## src/rtl/eth_tx_src_arb.sv

```systemverilog
// Frame-aware N-channel TX source arbiter: per-channel FWFT FIFOs, one whole frame per grant,
// programmable inter-frame gap before the next arbitration.
module eth_tx_src_arb #(
  parameter int unsigned NUM_CH     = 2,
  parameter int unsigned FIFO_DEPTH = 16,
  parameter int unsigned ARB_MODE   = 0,
  parameter int unsigned IFG_CYCLES = 12,
  localparam int unsigned CH_W      = (NUM_CH > 1) ? $clog2(NUM_CH) : 1
) (
  input  logic                 Clk,
  input  logic                 Rstn,
  input  logic [NUM_CH*10-1:0] Ch_Byte,
  input  logic [NUM_CH-1:0]    Ch_Byte_Valid,
  input  logic [NUM_CH-1:0]    Ch_En,
  input  logic                 Clr_Ovf,
  output logic [9:0]           Out_Byte,
  output logic                 Out_Byte_Valid,
  input  logic                 Out_Rdy,
  output logic [CH_W-1:0]      Active_Ch,
  output logic                 Busy,
  output logic [NUM_CH-1:0]    Ch_Ovf,
  output logic [15:0]          Frame_Cnt
);

  localparam int unsigned AW = $clog2(FIFO_DEPTH);
  localparam int unsigned GW = (IFG_CYCLES > 1) ? $clog2(IFG_CYCLES) : 1;
  localparam logic [AW:0] PtrOne = 1;

  typedef enum logic [1:0] {StIdle, StXfer, StGap} state_e;

  state_e            state_q, state_d;
  logic [CH_W-1:0]   act_q, act_d;
  logic [CH_W-1:0]   rr_q, rr_d;
  logic [GW-1:0]     gap_q, gap_d;
  logic [15:0]       fcnt_q, fcnt_d;
  logic [NUM_CH-1:0] ovf_q;

  logic [9:0]        mem_q  [NUM_CH][FIFO_DEPTH];
  logic [AW:0]       wptr_q [NUM_CH];
  logic [AW:0]       rptr_q [NUM_CH];
  logic [9:0]        head   [NUM_CH];
  logic [NUM_CH-1:0] full, empty, push, pop, cand, discard, xfer_pop;

  logic              any_cand, found;
  logic [CH_W-1:0]   grant, rr_next;
  logic              out_valid;
  logic [9:0]        out_byte;

  // Full/empty come straight from the registered pointers; the extra MSB disambiguates wrap.
  always_comb begin
    for (int i = 0; i < int'(NUM_CH); i++) begin
      empty[i]   = (wptr_q[i] == rptr_q[i]);
      full[i]    = (wptr_q[i][AW] != rptr_q[i][AW]) &&
                   (wptr_q[i][AW-1:0] == rptr_q[i][AW-1:0]);
      head[i]    = mem_q[i][rptr_q[i][AW-1:0]];
      push[i]    = Ch_Byte_Valid[i] & ~full[i];
      cand[i]    = Ch_En[i] & ~empty[i] & head[i][8];
      discard[i] = (state_q == StIdle) & Ch_En[i] & ~empty[i] & ~head[i][8];
    end
  end

  assign pop = discard | xfer_pop;

  always_ff @(posedge Clk) begin
    for (int i = 0; i < int'(NUM_CH); i++) begin
      if (push[i]) mem_q[i][wptr_q[i][AW-1:0]] <= Ch_Byte[10*i +: 10];
    end
  end

  always_ff @(posedge Clk or negedge Rstn) begin
    if (!Rstn) begin
      for (int i = 0; i < int'(NUM_CH); i++) begin
        wptr_q[i] <= '0;
        rptr_q[i] <= '0;
      end
      ovf_q <= '0;
    end else begin
      for (int i = 0; i < int'(NUM_CH); i++) begin
        if (push[i]) wptr_q[i] <= wptr_q[i] + PtrOne;
        if (pop[i])  rptr_q[i] <= rptr_q[i] + PtrOne;
      end
      // A new overflow in the same cycle as a clear must survive.
      ovf_q <= (ovf_q & ~{NUM_CH{Clr_Ovf}}) | (Ch_Byte_Valid & full);
    end
  end

  always_comb begin
    any_cand = |cand;
    grant    = '0;
    found    = 1'b0;
    if (ARB_MODE == 0) begin
      for (int i = int'(NUM_CH) - 1; i >= 0; i--) begin
        if (cand[i]) grant = CH_W'(i);
      end
    end else begin
      for (int unsigned k = 0; k < NUM_CH; k++) begin
        int unsigned idx;
        idx = (32'(rr_q) + k) % NUM_CH;
        if (!found && cand[CH_W'(idx)]) begin
          grant = CH_W'(idx);
          found = 1'b1;
        end
      end
    end
    if (32'(grant) == NUM_CH - 1) rr_next = '0;
    else                          rr_next = grant + CH_W'(1);
  end

  always_comb begin
    state_d   = state_q;
    act_d     = act_q;
    rr_d      = rr_q;
    gap_d     = gap_q;
    fcnt_d    = fcnt_q;
    xfer_pop  = '0;
    out_valid = 1'b0;
    out_byte  = '0;
    unique case (state_q)
      StIdle: begin
        if (any_cand) begin
          act_d   = grant;
          state_d = StXfer;
          if (ARB_MODE == 1) rr_d = rr_next;
        end
      end
      StXfer: begin
        out_valid = ~empty[act_q];
        if (out_valid) out_byte = head[act_q];
        if (out_valid && Out_Rdy) begin
          xfer_pop[act_q] = 1'b1;
          if (head[act_q][9]) begin
            fcnt_d = fcnt_q + 16'd1;
            if (IFG_CYCLES > 0) begin
              state_d = StGap;
              gap_d   = GW'(IFG_CYCLES - 1);
            end else begin
              state_d = StIdle;
            end
          end
        end
      end
      StGap: begin
        if (gap_q == '0) state_d = StIdle;
        else             gap_d   = gap_q - GW'(1);
      end
      default: state_d = StIdle;
    endcase
  end

  always_ff @(posedge Clk or negedge Rstn) begin
    if (!Rstn) begin
      state_q <= StIdle;
      act_q   <= '0;
      rr_q    <= '0;
      gap_q   <= '0;
      fcnt_q  <= '0;
    end else begin
      state_q <= state_d;
      act_q   <= act_d;
      rr_q    <= rr_d;
      gap_q   <= gap_d;
      fcnt_q  <= fcnt_d;
    end
  end

  assign Out_Byte       = out_byte;
  assign Out_Byte_Valid = out_valid;
  assign Active_Ch      = act_q;
  assign Busy           = (state_q != StIdle);
  assign Ch_Ovf         = ovf_q;
  assign Frame_Cnt      = fcnt_q;

endmodule

```

## config.mk

```make
export PLATFORM = sky130hd
export DESIGN_NAME = eth_tx_src_arb
export DESIGN_NICKNAME = d
export VERILOG_FILES = /design/src/rtl/eth_tx_src_arb.sv
export SDC_FILE = /design/constraint.sdc
export NUM_CORES = 1
export LEC_CHECK = 0
export BUFFER_PORTS_ARGS = -buffer_cell sky130_fd_sc_hd__buf_2
export CORE_MARGIN = 2
export CORE_UTILIZATION = 39
export DETAILED_ROUTE_END_ITERATION = 7
export PLACE_DENSITY = 0.54
export SLEW_MARGIN = 20
export SYNTH_ARGS = -nofsm -noshare
export SYNTH_HDL_FRONTEND = slang
export SYNTH_SLANG_ARGS = --single-unit
```

## constraint.sdc

```tcl
create_clock -name Clk -period 2.7 [get_ports Clk]
set_input_delay 0.405 -clock Clk [delete_from_list [all_inputs] [get_ports Clk]]
set_output_delay 0.405 -clock Clk [all_outputs]
set_load 0.005 [all_outputs]
```

# After elaboration in Yosys (flattened, before gate mapping)

Memory sizes are Yosys's and may differ from the RTL's.
Index checks and enable logic that the tools add are counted.

Mux-type cells: 37
$lt $le $gt $ge: 9
Shift operators: 0
Bitwise gates (word level): 29
Equal/unequal tests: 13
Reductions and logical operators: 15
Add/subtract/negate cells: 6
Divide/modulo/power cells: 0
Multiply operators: 0

Operator list:

| kind                                                                  | count |
|---|---|
| 160-bit two-way mux                                                   | 2 |
| 10-bit two-way mux                                                    | 11 |
| 10-bit binary-select mux with 4-bit select                            | 2 |
| 10-bit demux with 4-bit select                                        | 2 |
| 5-bit by 1-bit adder with 5-bit output (second input constant)        | 4 |
| 5-bit >= comparator (second input constant)                           | 4 |
| 4-bit inverter with 5-bit output                                      | 4 |
| 16-bit by 1-bit adder with 16-bit output (second input constant)      | 1 |
| 1-bit bitwise AND                                                     | 12 |
| 2-bit two-way mux                                                     | 6 |
| 4-bit two-way mux                                                     | 3 |
| 5-bit equality test                                                   | 2 |
| 5-bit by 1-bit < comparator with 1-bit output (second input constant) | 2 |
| 2-bit != test (second input constant)                                 | 5 |
| 4-bit equality test                                                   | 2 |
| 1-bit two-way mux                                                     | 8 |
| 4-bit one-hot mux with 2 select lines                                 | 1 |
| 4-bit AND reduction                                                   | 2 |
| 1-bit inverter                                                        | 7 |
| 1-bit logical AND                                                     | 6 |
| 2-bit one-hot mux with 3 select lines                                 | 1 |
| 2-bit bitwise AND                                                     | 2 |
| 4-bit logical NOT                                                     | 1 |
| 2-bit OR                                                              | 2 |
| 15 further kinds                                                      | 17 |

ROM bits: 0
Bits in writable memories: 320
Memories: 1
Register bits: 45
Bits in latches: 0
Output and inout bits: 31

Memories:

| name  | depth | width | rd ports | clocked after memory_dff | write ports | line | RTL |
|---|---|---|---|---|---|---|---|
| mem_q | 2     | 160   | 2        | 0                        | 2           | 38   | `logic [9:0] mem_q [NUM_CH][FIFO_DEPTH];` |

# Logic depth before layout (Yosys ltp)

Word-level depth: 10
Depth in mapped cells: 9
Mapped depth without buffers: 6

# Worst setup path before layout

OpenSTA, ideal clock, no wires.

Path type: reg-to-reg
From: register rptr_q[1] in the netlist's numbering
To: memory mem_q[0][280] in the netlist's numbering, enable pin
Arrival time: 2.353 ns
Stages on the path, launching flop included: 10
Setup time: 0.390 ns
Required time: 2.310 ns
Slack: -0.042 ns
Path through: dfrtp_1 > buf_2 > buf_2 > xnor2_1 > nand4_1 > nand2b_1 > and2_1 > clkbuf_1 > nand2_1 > nor3_1

RTL lines:

| what                             | line | RTL |
|---|---|---|
| start: declaration               | 40   | `logic [AW:0] rptr_q [NUM_CH];` |
| start signal: indexed assignment | 80   | `if (pop[i]) rptr_q[i] <= rptr_q[i] + PtrOne;` |
| end: declaration                 | 38   |  |

# Final worst setup path

From: register rptr_q[5] in the netlist's numbering
To: output port Out_Byte[0]

Longest elaborated chain between the ends: 9
Elaborated cells between the ends (all ways): 12

Ends and longest elaborated chain:

| what                                                   | line | RTL |
|---|---|---|
| 4-bit inverter with 5-bit output (not written as such) | 55   | `head[i] = mem_q[i][rptr_q[i][AW-1:0]];` |
| 10-bit binary-select mux with 4-bit select             | 55   |  |
| 10-bit two-way mux (not written as such) (2 in a row)  | 55   |  |
| 10-bit two-way mux (not written as such) (3 in a row)  | 128  | `if (out_valid) out_byte = head[act_q];` |
| 10-bit two-way mux (*)                                 | 128  |  |
| 10-bit two-way mux (*)                                 | 118  | `unique case (state_q)` |
| end: declaration                                       | 16   | `output logic [9:0] Out_Byte,` |

Every way passes the cells marked *; elsewhere a longest branch is shown, timed or not. The select of a mux whose other input is x is not followed.

==> reports/results.txt <==
Top Metal Used = met5
top cells by count, synth = edfxtp_1, mux4_2, dfrtp_1
placed cell area = 16,300 um^2
Crit Path Class = reg2out
Net Count, Synth = 800
max-slew violation count = 0
clock slew at reported path FFs = 0.06 ns
Worst-Skew Late Latency = 0.52 ns
most instantiated library cell after synthesis = edfxtp_1
Max-cap violations = 0
Net Sw Frac = 30.7%
IO Port Bufs = 58
Post-synth ARST share = 12.3%
crit share post-route = 114%
status = complete, but fails checks
I/O pins = 59
drt via density = 5.18
post-route ant nets = 0
Fin Clk Skew = 0.00889 ns
diode count = 0
core area = 37,500 um^2
Synth Register Bits = 365
Power Dens Cells = 1070 nW/um^2
post-synthesis cell area = 14,800 um^2
All-Layer GR Usage = 17.5%
drt total wl = 33,500 um
max_slew headroom = 61.7%
number of flops mapped to enable cells by yosys = 320
routability cong. = 0.801
Post-Syn Instances = 759
post-synth top area share = 64.9%
length of routed met2 wiring = 17,200 um
total congestion overflow = 0
Hold Path Class = in2reg
CTS sink cnt = 365
H-tree Lvls = 2
drt first pass iters = 4
failing checks = negative setup slack
via count = 7,557
Root Driver = clkbuf_16
DR iter-0 viols = 399
most common flop cell mapped by yosys = edfxtp_1
Pint = 13.3 mW
Pwr Total = 19.1 mW
fin worst setup slack = -0.377 ns
Distinct cells, synth = 49
Least-Margin Pin Slew = 0.575 ns
vias in the first global route = 7,998
CP startpoint kind = register
Yosys Warn Count = 0
largest net degree at the start of global routing = 31
Synth area leader = edfxtp_1
die area = 39,500 um^2
dpl hpwl = 21,100 um
Req. time, crit path = 2.30 ns
maximum VDD drop = 0.533 mV
Chip Height = 199 um
DP Worst Slack = 0.0369 ns
Logic pwr share = 35.2%
first-pass GRT wire length = 50,200 um
metal3 WL = 1430 um
Met1 Wirelength = 14,300 um
Num CTS Buffers = 39
Critical Path AT = 2.67 ns
CTS tree = yes
layout cells sized above 1 = 35.8%
Max Fclk = 325 MHz
Leak = 6.31 nW
crit path capture type = output port
top cells by area, synth = edfxtp_1, mux4_2, dfrtp_1, xor2_1, xnor2_1
num rows = 71
Final Hold Vio Count = 0
Worst Path Max Fanout = 8
Setup Viol. Count Final = 11
switching power = 5.87 mW
RSZ-0062 raised after global routing = true
P&R area growth vs syn = 20.9%
Clock power frac = 26.3%
Period minus WS final = 3.08 ns
nets@finish = 962
finished layout cell area = 17,900 um^2
Seq/Total Area, Yosys = 72.5%
initial antenna violation count = 2
deepest clock path buffer count = 3
Starting Density = 39.5%
power share of the sequential group = 38.4%
syn_area_per_cell = 19.5 um^2
drc violations = 0
WL/cell = 22.9 um
Die W = 199 um
[per-layer routing]
layer	track usage [%]	up-vias
met1	22.9	4000
met3	3.07	46
met4	3.87	4
met2	30.5	161
li1	-	3346
met5	0	-
[path summary, 6_finish.rpt]
kind	slack, ns	end	depth (start not counted)	start
setup / recovery	-0.38	Out_Byte[0]	7	rptr_q[5]$_DFFE_PN0P_
hold / removal	0.1	Ch_Ovf[1]$_DFF_PN0_	2	Clr_Ovf
setup reg to reg	0.15	Frame_Cnt[7]$_DFFE_PN0P_	9	rptr_q[6]$_DFFE_PN0P_
hold reg to reg	0.47	Frame_Cnt[15]$_DFFE_PN0P_	1	Frame_Cnt[15]$_DFFE_PN0P_
max in group asynchronous	1.61	rptr_q[1]$_DFFE_PN0P_	3	Rstn
min in group asynchronous	0.33	gap_q[0]$_DFFE_PN0P_	2	Rstn
[cell usage in the layout, fill, tap and decap left out, types with 4 or more instances in the layout]
| cell type | n |
|---|---|
| nand4_1 | 12 |
| mux2i_1 | 13 |
| nand3_1 | 9 |
| buf_6 | 6 |
| clkinv_1 | 9 |
| xor2_1 | 22 |
| buf_12 | 17 |
| mux4_2 | 93 |
| nand2b_1 | 9 |
| clkinv_2 | 8 |
| nand2_1 | 27 |
| dfrtp_2 | 5 |
| nor4_1 | 6 |
| nor3_2 | 6 |
| clkbuf_1 | 5 |
| xnor2_1 | 18 |
| nor2b_1 | 4 |
| and2_1 | 5 |
| edfxtp_1 | 320 |
| ha_1 | 13 |
| buf_4 | 74 |
| inv_1 | 14 |
| o21ai_0 | 6 |
| buf_2 | 57 |
| clkbuf_16 | 41 |
| nor2_1 | 42 |
| dfrtp_1 | 39 |
| nor3_1 | 12 |
[power groups by stage]
stage                     clock (mW)  combinational [mW]  sequential, mW
after global routing            5.41                7.26            7.42
final                           5.04                6.74            7.35
after global placement             0                5.80            7.44
after floorplan                    0                4.06            7.19
after CTS                       5.17                6.50            7.35
after detailed placement           0                5.88            7.49
[logic make-up after synthesis]
kind of cell / after synthesis / synth area share (%)
multiplexers: 116 / 16.1
buffers and inverters: 54 / 1.88
XOR/XNOR: 42 / 2.48
adder cells (fa/ha/maj): 13 / 1.10
flip-flops: 365 / 72.5
AO/OA/AOI/OAI: 22 / 1.09
AND/OR/NAND/NOR: 147 / 4.84
[cell type report]
class | instances | area [um^2]
Clock buffer | 44 | 995
Clock inverter | 25 | 205
Fill cell | 3176 | 19600
Inverter | 15 | 58.8
Multi-Input combinational cell | 340 | 3890
Sequential cell | 365 | 10700
Tap cell | 511 | 639
Timing Repair Buffer | 160 | 1370
[registers in the layout, summed over array words and instances, names as in the netlist]
name,flops
Active_Ch,1
Ch_Ovf,2
Frame_Cnt,16
gap_q,4
mem_q,320
rptr_q,10
state_q,2
wptr_q,10
[through the flow]
stage / setup TNS (ns) / cells / hold WS, ns / utilization [%]
floorplan: 0 / 759 / 0.109 / -
global placement: 0 / 1367 / 0.324 / 43.4
detailed placement: 0 / 1367 / 0.339 / 43.4
CTS: -3.66 / 1454 / 0.0832 / 47.3
global route: -4.51 / 1460 / 0.0913 / 47.8
finish: -3.37 / 1460 / 0.0956 / 47.8
[critical path, cell delays in order, from the launching register on]
cell and delay [ns]:
dfrtp_2 0.41, buf_12 0.15, buf_12 0.15, mux4_2 0.50, mux4_2 0.57, mux2i_1 0.18, nor2_1 0.06, buf_2 0.12
[timing repair]
item	CTS	global route
setup endpoints to repair	11	27
buffers inserted	15	5
gates resized for setup	24	23
hold buffers	1	0
pin swaps	1	7
gates cloned	2	2
endpoints found under the hold margin	15	0
Power figures use the tool's default switching activity.
